## src/rtl/j_mtxresp.sv

```systemverilog
// j_mtxresp: responder end of the matrix-operand fetch handshake.
// It shares one synchronous local-RAM port between matrix long-word reads
// and CPU load/store accesses. Matrix fetches have priority, but the number
// of consecutive matrix grants is bounded while the CPU is waiting.
module j_mtxresp #(
    parameter int AW        = 10,
    parameter int DW        = 32,
    parameter int MTX_BURST = 4
) (
    input  logic          clk,
    input  logic          reset_n,
    input  logic          mtx_mreq,
    input  logic [AW-1:0] mtxaddr,
    input  logic          cpu_req,
    input  logic          cpu_wr,
    input  logic [AW-1:0] cpu_addr,
    input  logic [DW-1:0] cpu_wdata,
    input  logic [DW-1:0] ram_dout,
    output logic [AW-1:0] ram_addr,
    output logic          ram_rd,
    output logic          ram_wr,
    output logic [DW-1:0] ram_din,
    output logic          datack,
    output logic [DW-1:0] mtx_data,
    output logic          cpu_ack,
    output logic [DW-1:0] cpu_rdata
);

    typedef enum logic [1:0] {IDLE, MTX, CPU} state_t;

    localparam logic [3:0] BURST = 4'(MTX_BURST);

    state_t        state, state_nxt;
    logic [3:0]    streak, streak_nxt;
    logic          mtx_pend, cpu_pend;
    logic          mtx_grant, cpu_grant;
    logic          cpu_rd_p1;
    logic [DW-1:0] mtx_hold, cpu_hold;

    // A requester is not pending in its own ack cycle, so a completing
    // access is never granted twice. Reset blocks all grants so the RAM
    // strobes stay low while reset_n is asserted.
    assign mtx_pend  = mtx_mreq & ~datack & reset_n;
    assign cpu_pend  = cpu_req & ~cpu_ack & reset_n;
    assign cpu_grant = cpu_pend & (~mtx_pend | (streak == BURST));
    assign mtx_grant = mtx_pend & ~cpu_grant;

    assign ram_addr  = mtx_grant ? mtxaddr : cpu_addr;
    assign ram_rd    = mtx_grant | (cpu_grant & ~cpu_wr);
    assign ram_wr    = cpu_grant & cpu_wr;
    assign ram_din   = cpu_wdata;

    // Read data is passed straight through in the ack cycle and held after.
    assign mtx_data  = datack ? ram_dout : mtx_hold;
    assign cpu_rdata = (cpu_ack & cpu_rd_p1) ? ram_dout : cpu_hold;

    // Next grant state and matrix streak length.
    always_comb begin
        state_nxt  = IDLE;
        streak_nxt = streak;
        if (mtx_grant)
            state_nxt = MTX;
        else if (cpu_grant)
            state_nxt = CPU;

        if (cpu_grant || !cpu_req) begin
            streak_nxt = 4'd0;
        end else if (mtx_grant && (streak < BURST)) begin
            case (state)
                CPU:     streak_nxt = 4'd1;
                default: streak_nxt = streak + 4'd1;
            endcase
        end
    end

    // Grant state, streak counter and registered acknowledges.
    always_ff @(posedge clk or negedge reset_n) begin
        if (!reset_n) begin
            state     <= IDLE;
            streak    <= 4'd0;
            datack    <= 1'b0;
            cpu_ack   <= 1'b0;
            cpu_rd_p1 <= 1'b0;
        end else begin
            state     <= state_nxt;
            streak    <= streak_nxt;
            datack    <= mtx_grant;
            cpu_ack   <= cpu_grant;
            cpu_rd_p1 <= cpu_grant & ~cpu_wr;
        end
    end

    // Operand hold registers capture RAM data in their ack cycle.
    always_ff @(posedge clk or negedge reset_n) begin
        if (!reset_n) begin
            mtx_hold <= '0;
            cpu_hold <= '0;
        end else begin
            if (datack)
                mtx_hold <= ram_dout;
            if (cpu_ack && cpu_rd_p1)
                cpu_hold <= ram_dout;
        end
    end

endmodule

```

## config.mk

```make
export PLATFORM = sky130hd
export DESIGN_NAME = j_mtxresp
export DESIGN_NICKNAME = d
export VERILOG_FILES = /design/src/rtl/j_mtxresp.sv
export SDC_FILE = /design/constraint.sdc
export NUM_CORES = 1
export LEC_CHECK = 0
export CORE_MARGIN = 2
export CORE_UTILIZATION = 37
export DETAILED_ROUTE_END_ITERATION = 7
export PLACE_DENSITY_LB_ADDON = 0.25
export SYNTH_ARGS = -nofsm -noshare
export SYNTH_HDL_FRONTEND = slang
export SYNTH_SLANG_ARGS = --single-unit
export TNS_END_PERCENT = 50
```

## constraint.sdc

```tcl
create_clock -name clk -period 2.15 [get_ports clk]
set_clock_uncertainty 0.15 [all_clocks]
set_input_delay 0.43 -clock clk [delete_from_list [all_inputs] [get_ports clk]]
set_output_delay 0.43 -clock clk [all_outputs]
set_load 0.01 [all_outputs]
```

Word-level counts from Yosys, hierarchy flattened

Index checks and enable logic that the tools add are counted.

Output and inout bits: 110
Bits of input ports: 89
Flip-flop bits (word level): 73

Reduce and logical (&&, ||, !) cells: 5
Order comparisons: 1
Equality and inequality tests: 2
$add $sub $neg: 1
Multiplexer cells: 8
Bitwise gates (word level): 16

Operator list:

| kind                                                                   | number |
|---|---|
| 32-bit 2-to-1 mux                                                      | 2 |
| 4-bit 2-to-1 mux                                                       | 3 |
| 10-bit 2-to-1 mux                                                      | 1 |
| 1-bit AND                                                              | 9 |
| 1-bit NOT                                                              | 5 |
| 4-bit by 1-bit adder with 4-bit output (second input constant)         | 1 |
| 4-bit by 3-bit equality test with 1-bit output (second input constant) | 1 |
| 4-bit by 3-bit < comparator with 1-bit output (second input constant)  | 1 |
| 2-bit 2-to-1 mux                                                       | 2 |
| 2-bit equality test (second input constant)                            | 1 |
| 1-bit logical AND                                                      | 2 |
| 1-bit OR                                                               | 2 |
| 2-bit nonzero test                                                     | 1 |
| 1-bit zero test                                                        | 1 |
| 1-bit logical OR                                                       | 1 |

Logic depth before layout (Yosys ltp)

Depth after elaboration: 11
Gate-level depth with buffers: 6

Least setup slack after synthesis

No wires, ideal clock.

Path kind: reg-to-output
Start: reg streak[0]
End: out ram_addr[1]
Arrival: 1.404 ns
Cell stages (with the launch flop): 7
Data required time: 1.570 ns
Path buffers: 1
Path slack: 0.166 ns
Cell sequence: dfrtp_1 inv_1 ha_1 nand3b_1 o21ai_2 buf_6 mux2_4

Longest elaborated chain between the ends: 6

Ends and longest elaborated chain:

| item                                           | line | RTL |
|---|---|---|
| from (decl)                                    | 34   | `logic [3:0] streak, streak_nxt;` |
| from (signal assigned)                         | 86   | `streak <= streak_nxt;` |
| 4-bit by 3-bit equality test with 1-bit output | 45   | `assign cpu_grant = cpu_pend & (~mtx_pend \| (streak == BURST));` |
| 1-bit OR                                       | 45   |  |
| 1-bit AND                                      | 45   |  |
| 1-bit NOT                                      | 46   | `assign mtx_grant = mtx_pend & ~cpu_grant;` |
| 1-bit AND                                      | 46   |  |
| 10-bit 2-to-1 mux                              | 48   | `assign ram_addr = mtx_grant ? mtxaddr : cpu_addr;` |
| to (decl)                                      | 19   | `output logic [AW-1:0] ram_addr,` |

No other way between the ends.

Final worst setup path

Start: reg streak[1]
End: out ram_addr[1]

Same word-level chain as after synthesis.

==> summary.md <==
| Metric | Value |
|---|---|
| Wire length of the first global-routing pass | 11.8 mm |
| Cts hold-fix bufs | 0 |
| Count of different cell masters after synthesis | 26 |
| Top library cells by usage in the layout, fill and taps aside | 72 x sky130_fd_sc_hd__dfrtp_1, 56 x sky130_fd_sc_hd__clkdlybuf4s50_1, 55 x sky130_fd_sc_hd__buf_6, 48 x sky130_fd_sc_hd__mux2_4, 33 x sky130_fd_sc_hd__buf_2 |
| Result of the run | finished, violations left |
| Number of storage elements in the synthesis netlist | 72 |
| Final critical-path required period | 2.45 ns |
| Longest Clk Path Bufs | 2 |
| Switching power | 0.00109 W |
| Setup slack on the worst flop-to-flop path | 0.49 ns |
| Portion of total power attributed to combinational logic | 33.6% |
| Violations in the final reports | setup timing |
| Worst path cell trace | inv_2 > ha_4 > nand3b_1 > o21ai_2 > buf_6 > mux2_4 > buf_6 |
| RSZ-0062 raised after global routing | yes |
| Leakage | 2.46 nW |
| Post-placement cell count | 430 |
| Category of the most critical setup path | register to output port |
| Htree depth | 3 |
| Pin count of the biggest net entering global routing | 73 |
| Total wire length after detailed routing | 7.80 mm |
| Source of the worst register-to-register timing path | streak[1] |
| DP Wirelength | 5.18 mm |
| Clock network power share | 25.7% |
| Buffers on Ports | 134 |
| Data arrival at the endpoint of the critical path | 1.87 ns |
| Post-route design area | 0.00504 mm^2 |
| Initial core utilization | 38.2% |
| Tightest slew margin relative to the limit | 38.8% |
| Slowest cell on the critical path | sky130_fd_sc_hd__dfrtp_1 |
| Transition time of the tightest slew-check pin | 0.919 ns |
| Total CTS buffers | 9 |
| Number of inserted diodes | 0 |
| Met3 Use GR | 6.81% |
| Most common cell after layout, fill and taps aside | sky130_fd_sc_hd__dfrtp_1 |
| Number of cells on the critical path | 7 |
| Net count reported at finish | 451 |
| CTS Sinks | 72 |
| Number of non-filler instances in the completed layout | 470 |
| Critical path's largest stage delay | 0.40 ns |
| Worst IR Drop VDD | 0.381 mV |
| Worst-path fanout max | 7 |
| Type of the worst min-delay path | input port to async pin |
| Sequential fraction of design power | 40.8% |
| Element type at the critical path start | register |
| Register area share after synthesis | 57.1% |
| Clock-pin slew of the registers on the worst-case setup and hold paths | 0.07 ns |
| Number of hold-slack violations in the final timing report | 0 |
| Area growth from synthesis to final layout | 59.7% |
| Internal Power | 0.00302 W |
| Root buffer cell | sky130_fd_sc_hd__clkbuf_8 |
| Met2 routing resource usage after global routing | 27.5% |
| Number of design rule violations left after detail routing | 0 |
| Highest-utilization routing layer at the global route stage | met2 |
| Final-report setup violation count | 40 |
| Total placed instance area | 0.00449 mm^2 |
| Row count | 33 |
| Worst skew pair latency | 0.33 ns |
| Std-Cell Core Area | 0.00826 mm^2 |
| Cell count after synthesis | 214 |
| Reg2reg end | streak[0] |
| Max-cap violation count | 0 |
| Total GRT Usage | 17.1% |
| Delay-heaviest family, CP | flip-flops |
| Placer Congestion | 0.799 |
| Fin. max-slew vios | 0 |
| DRT iter0 DRCs | 38 |
| Multi-input combinational cell area | 0.00122 mm^2 |
| Count of synthesis-stage warnings from yosys | 0 |
| Synth Net Count | 305 |
| Die Wd | 96.4 um |
| Total gr overflow | 0 |
| DR vias | 2181 |
| Cell occurring most often along the worst timing path | sky130_fd_sc_hd__buf_6 |
| Drt wl/cell | 16.6 um |
| CP Capture Type | output port |
| Power, Total | 0.00412 W |
| Syn_area_per_cell | 14.7 um^2 |
| Layout fillers | 693 |
| Via count of the first global-routing pass | 2335 |
| Share of post-route cells with drive strength above 1 | 59.5% |
| Drt pass-1 iters | 4 |
| Area of all sequential standard cells | 0.00180 mm^2 |
| Worst setup endpoint | ram_addr[1] |
| Die Ht | 96.4 um |
| CTS tree | done |
| Met1 Usage GRT | 20.5% |
| CP required | 1.57 ns |
| Critical path buffers and inverters | 3 |
| Area of the mapped netlist | 0.00316 mm^2 |
| Boundary Pins | 199 |
| Depth of the worst register-to-register path | 8 |
| Power per standard cell area | 817 mW/mm^2 |
| Worst Setup Slack, final | -0.305 ns |
| Launch point of the critical path | streak[1] |
| Die area | 0.00928 mm^2 |
| Mean number of vias per cell | 4.64 |
| Final clock period utilization by the worst path | 114% |
| Switching power share of the total | 26.6% |
| Highest clock frequency the design can meet | 407 MHz |
| Antenna viol nets, final | 0 |
| Antenna violations before repair | 0 |
[worst reg2reg max path, cell delays in order (launching register included)]
cell                        delay (ns)
sky130_fd_sc_hd__dfrtp_1          0.37
sky130_fd_sc_hd__inv_2            0.06
sky130_fd_sc_hd__ha_4             0.15
sky130_fd_sc_hd__nand3b_1         0.16
sky130_fd_sc_hd__buf_4            0.15
sky130_fd_sc_hd__a21oi_4          0.04
sky130_fd_sc_hd__buf_4            0.13
sky130_fd_sc_hd__buf_4            0.14
sky130_fd_sc_hd__a2111oi_2        0.20
[Yosys cell counts (all sizes together)]
library cell / number / area (um^2)
nor3: 1 / 5.00
and2: 1 / 6.26
inv: 5 / 18.8
a2111oi: 1 / 15.0
nand2: 1 / 3.75
a21o: 1 / 7.51
buf: 41 / 304
and3b: 1 / 8.76
o21ai: 2 / 13.8
mux2: 74 / 863
a41oi: 1 / 8.76
nor2b: 1 / 6.26
and3: 1 / 6.26
nor2: 1 / 3.75
nand4: 1 / 6.26
a21oi: 3 / 18.8
ha: 2 / 25.0
a211oi: 1 / 7.51
dfrtp: 72 / 1800
nand3b: 2 / 15.0
o211a: 1 / 10.0
[worst min-delay path by stage]
stage | startpoint | end | slack [ns] | depth (start not counted)
final | reset_n | mtx_hold[27] | 0.17 | 2
after global placement | cpu_hold[23] | cpu_hold[23] | 0.33 | 1
after global routing | reset_n | cpu_hold[1] | 0.27 | 2
after floorplan | reset_n | cpu_ack | -0.02 | 0
after CTS | reset_n | mtx_hold[26] | 0.21 | 2
after detailed placement | cpu_hold[22] | cpu_hold[22] | 0.33 | 1
[registers in the layout, summed over array words and instances, names as in the netlist]
| name | cells |
|---|---|
| state | 2 |
| cpu_ack | 1 |
| streak | 4 |
| cpu_hold | 32 |
| cpu_rd_p1 | 1 |
| mtx_hold | 32 |
[cells by family after synthesis]
family                     synth area share [%]
buffers and inverters                      10.2
and+or+nand+nor                            1.94
muxes                                      27.4
adders and majority gates                 0.793
DFF                                        57.1
AOI/OAI and AO/OA                          2.58
[timing repair]
item                       4_1_cts  5_1_grt
pin swaps                        2        4
gates cloned                     2        0
buffers inserted                17       12
resized for setup              391       35
setup endpoints to repair       76       53
[cell type report]
| cell class | count | share of cell area (%) |
|---|---|---|
| Sequential cell | 72 | 35.7 |
| Tap cell | 105 | 2.61 |
| Inverter | 5 | 0.372 |
| Clock inverter | 5 | 1.12 |
| Multi-Input combinational cell | 96 | 24.2 |
| Clock buffer | 11 | 2.81 |
| Timing Repair Buffer | 176 | 33.1 |
[metrics by stage]
stage | utilization, % | hold slack (ns) | setup slack (ns) | setup TNS (ns)
after floorplan | - | -0.0156 | 0.166 | 0
after global placement | 54.4 | 0.328 | -0.585 | -9.29
after detailed placement | 54.4 | 0.331 | -0.598 | -9.59
after CTS | 59.1 | 0.207 | -0.421 | -5.47
after global routing | 61.0 | 0.266 | -0.414 | -7.52
final | 61.0 | 0.167 | -0.305 | -4.30
[per-layer routing]
metal | share of wire (%) | vias to the layer above
met5 | 0 | -
met4 | 1.5 | 0
met3 | 8.6 | 12
met2 | 49 | 101
met1 | 41 | 1072
li1 | - | 996
[power groups by stage]
stage          Clock, W  Combinational, W  Sequential, W
2_1_floorplan         0          0.000588        0.00167
3_3_place_gp          0           0.00128        0.00168
3_5_place_dp          0           0.00129        0.00169
4_1_cts         0.00110           0.00128        0.00168
5_1_grt         0.00117           0.00148        0.00171
6_report        0.00106           0.00138        0.00168
Note: power is estimated with default switching activity, not from simulation.
